--- src/rtl/fifo_read_arbiter_if.sv ---
// Handshake/bus bundle between the fifo read arbiter, the fifo read ports
// and the downstream consumer. master = arbiter side, slave = environment.
interface fifo_read_arbiter_if #(
  parameter int N_CH     = 4,
  parameter int DATA_LEN = 8
);
  localparam int CH_W = (N_CH > 1) ? $clog2(N_CH) : 1;

  logic [N_CH-1:0]          i_chan_en;
  logic [N_CH-1:0]          i_empty_n;
  logic [N_CH*DATA_LEN-1:0] i_fifo_data;
  logic [N_CH-1:0]          i_read_error;
  logic [N_CH-1:0]          o_read;
  logic [DATA_LEN-1:0]      o_data;
  logic [CH_W-1:0]          o_channel;
  logic                     o_valid;
  logic                     i_ready;
  logic [N_CH-1:0]          o_error;
  logic                     i_error_clr;

  modport master (
    input  i_chan_en, i_empty_n, i_fifo_data, i_read_error, i_ready, i_error_clr,
    output o_read, o_data, o_channel, o_valid, o_error
  );

  modport slave (
    output i_chan_en, i_empty_n, i_fifo_data, i_read_error, i_ready, i_error_clr,
    input  o_read, o_data, o_channel, o_valid, o_error
  );
endinterface

--- src/rtl/fifo_read_arbiter.sv ---
// Round-robin read scheduler draining N_CH fifos onto one valid/ready stream.
// One read outstanding at a time: IDLE -> ISSUE (strobe) -> WAIT (capture) -> OUT.
// Optional feature macro: FIFO_ARB_BURST_EN (up to BURST_LEN words per grant).
module fifo_read_arbiter #(
  parameter int N_CH      = 4,
  parameter int DATA_LEN  = 8,
  parameter int BURST_LEN = 4
) (
  input  logic                 i_clk_read,
  input  logic                 i_reset,
  fifo_read_arbiter_if.master  bus
);
  localparam int CH_W = (N_CH > 1) ? $clog2(N_CH) : 1;

  // Reject out-of-range configurations at elaboration.
  if (N_CH < 2 || N_CH > 16) begin : g_bad_n_ch
    $error("fifo_read_arbiter: N_CH must be 2..16");
  end
  if (BURST_LEN < 1) begin : g_bad_burst_len
    $error("fifo_read_arbiter: BURST_LEN must be >= 1");
  end

  typedef enum logic [1:0] {IDLE, ISSUE, WAIT, OUT} state_t;

  state_t              r_state,   w_state_nx;
  logic [CH_W-1:0]     r_grant,   w_grant_nx;
  logic [CH_W-1:0]     r_last,    w_last_nx;
  logic [N_CH-1:0]     r_read,    w_read_nx;
  logic [N_CH-1:0]     r_error,   w_error_nx;
  logic [DATA_LEN-1:0] r_data,    w_data_nx;
  logic [CH_W-1:0]     r_channel, w_channel_nx;
  logic                r_valid,   w_valid_nx;

  logic [N_CH-1:0]     w_req;
  logic [CH_W-1:0]     w_rr_base;
  logic [CH_W-1:0]     w_rr_pick;
  logic                w_rr_found;
  int unsigned         w_idx;

`ifdef FIFO_ARB_BURST_EN
  localparam int CNT_W = $clog2(BURST_LEN + 1);
  logic             r_hold, w_hold_nx;
  logic [CNT_W-1:0] r_cnt,  w_cnt_nx;

  // While a burst is held open the search base is the held channel, so a
  // burst ending in IDLE rotates exactly as if last_grant had been updated.
  assign w_rr_base = r_hold ? r_grant : r_last;
`else
  assign w_rr_base = r_last;
`endif

  assign w_req = bus.i_chan_en & bus.i_empty_n;

  // Round-robin search: first requesting channel after the base, wrapping.
  always_comb begin
    w_rr_found = 1'b0;
    w_rr_pick  = '0;
    w_idx      = 0;
    for (int unsigned off = 1; off <= N_CH; off++) begin
      w_idx = (int'(w_rr_base) + off) % N_CH;
      if (!w_rr_found && w_req[w_idx]) begin
        w_rr_found = 1'b1;
        w_rr_pick  = CH_W'(w_idx);
      end
    end
  end

  // Next-state and registered-output logic.
  always_comb begin
    w_state_nx   = r_state;
    w_grant_nx   = r_grant;
    w_last_nx    = r_last;
    w_read_nx    = '0;
    w_data_nx    = r_data;
    w_channel_nx = r_channel;
    w_valid_nx   = r_valid;
    w_error_nx   = bus.i_error_clr ? '0 : r_error;
`ifdef FIFO_ARB_BURST_EN
    w_hold_nx    = r_hold;
    w_cnt_nx     = r_cnt;
`endif
    case (r_state)
      IDLE: begin
`ifdef FIFO_ARB_BURST_EN
        if (r_hold && w_req[r_grant]) begin
          w_read_nx[r_grant] = 1'b1;
          w_state_nx         = ISSUE;
        end else begin
          if (r_hold) begin
            w_hold_nx = 1'b0;
            w_cnt_nx  = '0;
            w_last_nx = r_grant;
          end
          if (w_rr_found) begin
            w_grant_nx           = w_rr_pick;
            w_read_nx[w_rr_pick] = 1'b1;
            w_cnt_nx             = '0;
            w_state_nx           = ISSUE;
          end
        end
`else
        if (w_rr_found) begin
          w_grant_nx           = w_rr_pick;
          w_read_nx[w_rr_pick] = 1'b1;
          w_state_nx           = ISSUE;
        end
`endif
      end
      ISSUE: begin
        w_state_nx = WAIT;
      end
      WAIT: begin
        if (bus.i_read_error[r_grant]) begin
          w_error_nx[r_grant] = 1'b1;
          w_last_nx           = r_grant;
          w_state_nx          = IDLE;
`ifdef FIFO_ARB_BURST_EN
          w_hold_nx           = 1'b0;
          w_cnt_nx            = '0;
`endif
        end else begin
          w_data_nx    = bus.i_fifo_data[r_grant*DATA_LEN +: DATA_LEN];
          w_channel_nx = r_grant;
          w_valid_nx   = 1'b1;
          w_state_nx   = OUT;
        end
      end
      OUT: begin
        if (bus.i_ready) begin
          w_valid_nx = 1'b0;
          w_state_nx = IDLE;
`ifdef FIFO_ARB_BURST_EN
          if ((r_cnt + 1'b1) < CNT_W'(BURST_LEN)) begin
            w_hold_nx = 1'b1;
            w_cnt_nx  = r_cnt + 1'b1;
          end else begin
            w_hold_nx = 1'b0;
            w_cnt_nx  = '0;
            w_last_nx = r_grant;
          end
`else
          w_last_nx  = r_grant;
`endif
        end
      end
      default: w_state_nx = IDLE;
    endcase
  end

  // State and output registers with synchronous reset.
  always_ff @(posedge i_clk_read) begin
    if (i_reset) begin
      r_state   <= IDLE;
      r_grant   <= '0;
      r_last    <= CH_W'(N_CH - 1);
      r_read    <= '0;
      r_data    <= '0;
      r_channel <= '0;
      r_valid   <= 1'b0;
      r_error   <= '0;
`ifdef FIFO_ARB_BURST_EN
      r_hold    <= 1'b0;
      r_cnt     <= '0;
`endif
    end else begin
      r_state   <= w_state_nx;
      r_grant   <= w_grant_nx;
      r_last    <= w_last_nx;
      r_read    <= w_read_nx;
      r_data    <= w_data_nx;
      r_channel <= w_channel_nx;
      r_valid   <= w_valid_nx;
      r_error   <= w_error_nx;
`ifdef FIFO_ARB_BURST_EN
      r_hold    <= w_hold_nx;
      r_cnt     <= w_cnt_nx;
`endif
    end
  end

  assign bus.o_read    = r_read;
  assign bus.o_data    = r_data;
  assign bus.o_channel = r_channel;
  assign bus.o_valid   = r_valid;
  assign bus.o_error   = r_error;
endmodule

--- src/flat_wrapper.sv ---
// flat-port wrapper written by rule: the top's interface ports become plain ports
module fifo_read_arbiter_flat 
#(
  parameter int N_CH      = 4,
  parameter int DATA_LEN  = 8,
  parameter int BURST_LEN = 4
)
  (i_clk_read, i_reset, bus_i_chan_en, bus_i_empty_n, bus_i_fifo_data, bus_i_read_error, bus_i_ready, bus_i_error_clr, bus_o_read, bus_o_data, bus_o_channel, bus_o_valid, bus_o_error);
  fifo_read_arbiter_if #(.N_CH(N_CH), .DATA_LEN(DATA_LEN)) bus_i ();
  input  logic i_clk_read;
  input  logic i_reset;
  input wire logic [$bits(bus_i.i_chan_en)-1:0] bus_i_chan_en;
  input wire logic [$bits(bus_i.i_empty_n)-1:0] bus_i_empty_n;
  input wire logic [$bits(bus_i.i_fifo_data)-1:0] bus_i_fifo_data;
  input wire logic [$bits(bus_i.i_read_error)-1:0] bus_i_read_error;
  input wire logic [$bits(bus_i.i_ready)-1:0] bus_i_ready;
  input wire logic [$bits(bus_i.i_error_clr)-1:0] bus_i_error_clr;
  output wire logic [$bits(bus_i.o_read)-1:0] bus_o_read;
  output wire logic [$bits(bus_i.o_data)-1:0] bus_o_data;
  output wire logic [$bits(bus_i.o_channel)-1:0] bus_o_channel;
  output wire logic [$bits(bus_i.o_valid)-1:0] bus_o_valid;
  output wire logic [$bits(bus_i.o_error)-1:0] bus_o_error;
  assign bus_i.i_chan_en = bus_i_chan_en;
  assign bus_i.i_empty_n = bus_i_empty_n;
  assign bus_i.i_fifo_data = bus_i_fifo_data;
  assign bus_i.i_read_error = bus_i_read_error;
  assign bus_i.i_ready = bus_i_ready;
  assign bus_i.i_error_clr = bus_i_error_clr;
  assign bus_o_read = bus_i.o_read;
  assign bus_o_data = bus_i.o_data;
  assign bus_o_channel = bus_i.o_channel;
  assign bus_o_valid = bus_i.o_valid;
  assign bus_o_error = bus_i.o_error;
  fifo_read_arbiter #(.N_CH(N_CH), .DATA_LEN(DATA_LEN), .BURST_LEN(BURST_LEN)) u_core (.i_clk_read(i_clk_read), .i_reset(i_reset), .bus(bus_i));
endmodule
--- config.mk ---
export PLATFORM = sky130hd
export DESIGN_NAME = fifo_read_arbiter_flat
export DESIGN_NICKNAME = d
export VERILOG_FILES = /design/src/rtl/fifo_read_arbiter_if.sv /design/src/rtl/fifo_read_arbiter.sv /design/src/flat_wrapper.sv
export SDC_FILE = /design/constraint.sdc
export NUM_CORES = 1
export LEC_CHECK = 0
export CAP_MARGIN = 25
export CORE_MARGIN = 2
export CORE_UTILIZATION = 36
export DETAILED_ROUTE_END_ITERATION = 6
export PLACE_DENSITY = 0.78
export SLEW_MARGIN = 0
export SYNTH_ARGS = -nofsm -noshare
export SYNTH_HDL_FRONTEND = slang
export SYNTH_SLANG_ARGS = --single-unit
--- constraint.sdc ---
create_clock -name i_clk_read -period 1.6 [get_ports i_clk_read]
set_input_delay 0.4 -clock i_clk_read [delete_from_list [all_inputs] [get_ports i_clk_read]]
set_output_delay 0.4 -clock i_clk_read [all_outputs]
set_load 0.02 [all_outputs]
==> impl_summary.log, run 1 <==
[metrics] CP Launch Point: u_core.r_grant[0]$_SDFFE_PP0P_
[metrics] number of hold violations in the final report: 0
[metrics] Starting Density: 0.372
[metrics] largest stage delay on the critical path: 0.62 ns
[metrics] Critical Path AT: 1.76 ns
[metrics] ratio of cells with drive above 1 in the final layout: 0.168
[metrics] antenna diode count: 0
[metrics] Iter 0 DRT Violations: 50
[metrics] worst ir drop on vdd: 0.323 mV
[metrics] largest net degree at the start of global routing: 18
[metrics] run status: completed
[metrics] vertical die dimension: 65.3 µm
[metrics] total number of yosys warnings: 0
[metrics] Critical Path Sink: u_core.bus.o_data[5]$_SDFFE_PP0P_
[metrics] type of element launching the critical path: flip-flop
[metrics] TritonCTS Buffers: 3
[metrics] number of design rule violations left after detail routing: 0
[metrics] H-tree depth reported by CTS: 1
[metrics] required time of the critical path: 1.77 ns
[metrics] overall overflow remaining after global route: 0
[metrics] CTS clock-pin slew for the worst setup and hold paths: 0.09 ns
[metrics] critical path cell sequence: mux4_2 > nor2_8 > mux2i_2 > nor2_1
[metrics] Max-Cap Viols: 0
[metrics] critical path depth in cells: 4
[metrics] leakage power: 0.935 nW
[metrics] horizontal die dimension: 65.3 µm
[metrics] number of antenna violations at the first check in global routing: 0
[metrics] count of pins over their slew limit: 0
[metrics] final sum of negative setup slack: 0 ns
[metrics] mapped cell area: 1350 µm²
[metrics] r2r endpoint: u_core.bus.o_data[5]$_SDFFE_PP0P_
[metrics] weighted congestion at the end of routability-driven global placement: 0.791
[metrics] total number of clock tree sinks: 25
[metrics] cell area power density: 766 nW/µm²
[metrics] area growth from synthesis to layout: 59.9%
[metrics] final worst clock skew: 0.00382 ns
[metrics] total nets after synthesis: 170
[metrics] via count of the first global-routing pass: 1,273
[metrics] site row count: 22
[metrics] # fillers: 329
[metrics] crit path time final: 1.60 ns
[metrics] count of input and output buffers: 66
[metrics] number of setup violations in the final report: 0
[metrics] fraction of registers with async set or reset after synthesis: 0
[metrics] number of enable-type register cells in the synthesized netlist: 0
[metrics] antenna viol nets, final: 0
[metrics] critical path class: flip-flop to flip-flop
[metrics] sequential cell area fraction in the yosys report: 0.370
[metrics] average wire length per cell after detail routing: 14.4 µm
[metrics] clock insertion delay at the later pin of the skew report: 0.27 ns
[metrics] #FFs+latches synth: 25
[metrics] number of vias per cell: 5.14
[metrics] Die Footprint: 4260 µm²
[metrics] total wire length after detailed routing: 3610 µm
[metrics] number of iterations in the first detailed-routing pass: 6
[metrics] Worst Max-Slew Pin Slew: 0.420 ns
[metrics] cell count after synthesis: 122
[metrics] register-to-register setup slack: 0.004 ns
[metrics] highest achievable clock rate: 0.626 GHz
[metrics] Crit path max-delay family: multiplexers
[metrics] CTS root buffer: clkbuf_8
[metrics] number of vias in the routed layout: 1,284
[metrics] dominant synthesized flop cell: dfxtp_1
[metrics] number of buffers inserted for hold repair after clock tree synthesis: 0
[metrics] detailed placement HPWL: 2700 µm
[metrics] Distinct cells, synth: 35
[metrics] slowest stage cell, crit path: mux4_2
[metrics] net total in the final layout: 251
[metrics] final hold slack: 0.483 ns
[metrics] worst-case reg-to-reg path depth: 4
[metrics] commonest non-fill, non-tap cell in the layout: clkdlybuf4s50_1
[metrics] Mapped Avg Cell Area: 11.1 µm²
[metrics] beginning of the worst register-to-register path: u_core.r_grant[0]$_SDFFE_PP0P_
[metrics] Final Cycle Share: 0.998
[metrics] Worst Setup End Kind: flip-flop
[metrics] count of buffering cells on the critical path with inverters included: 0
[metrics] area of the placeable core: 3630 µm²
[metrics] RSZ-0062 raised after global routing: yes
[metrics] most used cells in the layout excluding fill and tap cells: clkdlybuf4s50_1, dfxtp_1, dlygate4sd2_1
[metrics] normalized max-slew margin: 0.720
[metrics] CTS tree: yes
[metrics] ports placed on the boundary: 67
[metrics] maximum number of buffers from clock root to sink: 2
[metrics] GR Util All Layers: 0.172
[metrics] Crit Path Max Fanout: 5
[metrics] class of the tightest hold or removal check: flip-flop to flip-flop
[metrics] first-pass GRT wire length: 5730 µm
-- routing by layer --
metal  vias up  global-route usage  wire length [µm]
li1        624                   -                 -
met1       598               0.199              1490
met2        58               0.304              1740
met3         4              0.0462               340
met4         0              0.0599                42
met5         -                   0                 0
-- through the flow --
stage	util	power (W)	instance area (µm²)	setup WS, ns	cells
floorplan	-	0.00105	1350	0.0306	122
global placement	0.576	0.00127	2090	-0.400	244
detailed placement	0.576	0.00128	2090	-0.493	244
CTS	0.589	0.00166	2140	-0.0209	250
global route	0.595	0.00174	2160	-0.0647	250
finish	0.595	0.00165	2160	0.00380	250
-- how the worst min path moves through the flow --
stage	startpoint	end	slack (ns)	depth (start not counted)
after floorplan	u_core.r_last[0]$_SDFFE_PP1P_	u_core.r_last[0]$_SDFFE_PP1P_	0.45	1
after global placement	u_core.bus.o_valid$_SDFFE_PP0P_	u_core.bus.o_valid$_SDFFE_PP0P_	0.46	2
after detailed placement	u_core.bus.o_error[3]$_SDFF_PP0_	u_core.bus.o_error[3]$_SDFF_PP0_	0.47	2
after CTS	u_core.bus.o_valid$_SDFFE_PP0P_	u_core.bus.o_valid$_SDFFE_PP0P_	0.48	2
after global routing	u_core.bus.o_error[3]$_SDFF_PP0_	u_core.bus.o_error[3]$_SDFF_PP0_	0.51	2
final	u_core.bus.o_valid$_SDFFE_PP0P_	u_core.bus.o_valid$_SDFFE_PP0P_	0.48	2
-- cell usage after synthesis, types with 4 or more instances --
master / count / area share
a21oi_1: 8 / 0.030
clkbuf_8: 5 / 0.051
dfxtp_1: 25 / 0.37
inv_1: 4 / 0.011
mux2i_1: 9 / 0.067
mux4_1: 5 / 0.097
mux4_2: 4 / 0.067
nand2_1: 9 / 0.025
nor2_1: 13 / 0.036
o21ai_0: 6 / 0.022
-- sequential cells by signal, indices dropped and copies added (netlist names) --
name	count
u_core.r_state	2
u_core.bus.o_error	4
u_core.r_last	2
u_core.bus.o_data	8
u_core.bus.o_valid	1
u_core.r_grant	2
u_core.bus.o_channel	2
u_core.bus.o_read	4
-- tightest hold or removal path: cells and delay by family (launching register included) --
family / cells / cell delay (ns)
flip-flops: 1 / 0.33
AND/OR/NAND/NOR: 1 / 0.06
AO/OA/AOI/OAI: 1 / 0.05
-- cells by family (layout without fill, tap and decap cells) --
logic type | after synthesis | after routing | synth area share
compound gates | 29 | 29 | 0.143
buf+inv | 11 | 90 | 0.0787
flops | 25 | 25 | 0.370
mux | 20 | 20 | 0.256
simple gates | 37 | 38 | 0.153
-- layout make-up --
class                           count  area (µm²)  area share
Multi-Input combinational cell     87         769       0.356
Timing Repair Buffer               82         763       0.353
Sequential cell                    25         504       0.233
Tap cell                           48        60.1      0.0278
Clock buffer                        3        41.3      0.0191
Inverter                            4        15.0     0.00695
Clock inverter                      1        7.51     0.00347
-- power by group --
| part | internal, W | total, W | switching (W) |
|---|---|---|---|
| Clock | 0.000177 | 0.000382 | 0.000205 |
| Combinational | 0.000326 | 0.000573 | 0.000247 |
| Sequential | 0.000666 | 0.000700 | 0.0000340 |
-- repair_timing --
item / 4_1_cts / 5_1_grt
setup buffers: 1 / 0
pin swaps: 3 / 6
resized for setup: 22 / 8
setup endpoints to repair: 28 / 18
cloned: 1 / 0
Power figures use the tool's default switching activity.
==> inputs of run 2 (changes only) <==
- ABC_CLOCK_PERIOD_IN_PS: not set -> 1600
==> results of run 2 <==
Same layout as run 1: the final DEF is identical, and so are final timing and power.
==> inputs of run 3 (changes only) <==
- ABC_CLOCK_PERIOD_IN_PS: 1600 -> not set
==> results of run 3 <==
Same layout as run 1: the final DEF is identical, and so are final timing and power.
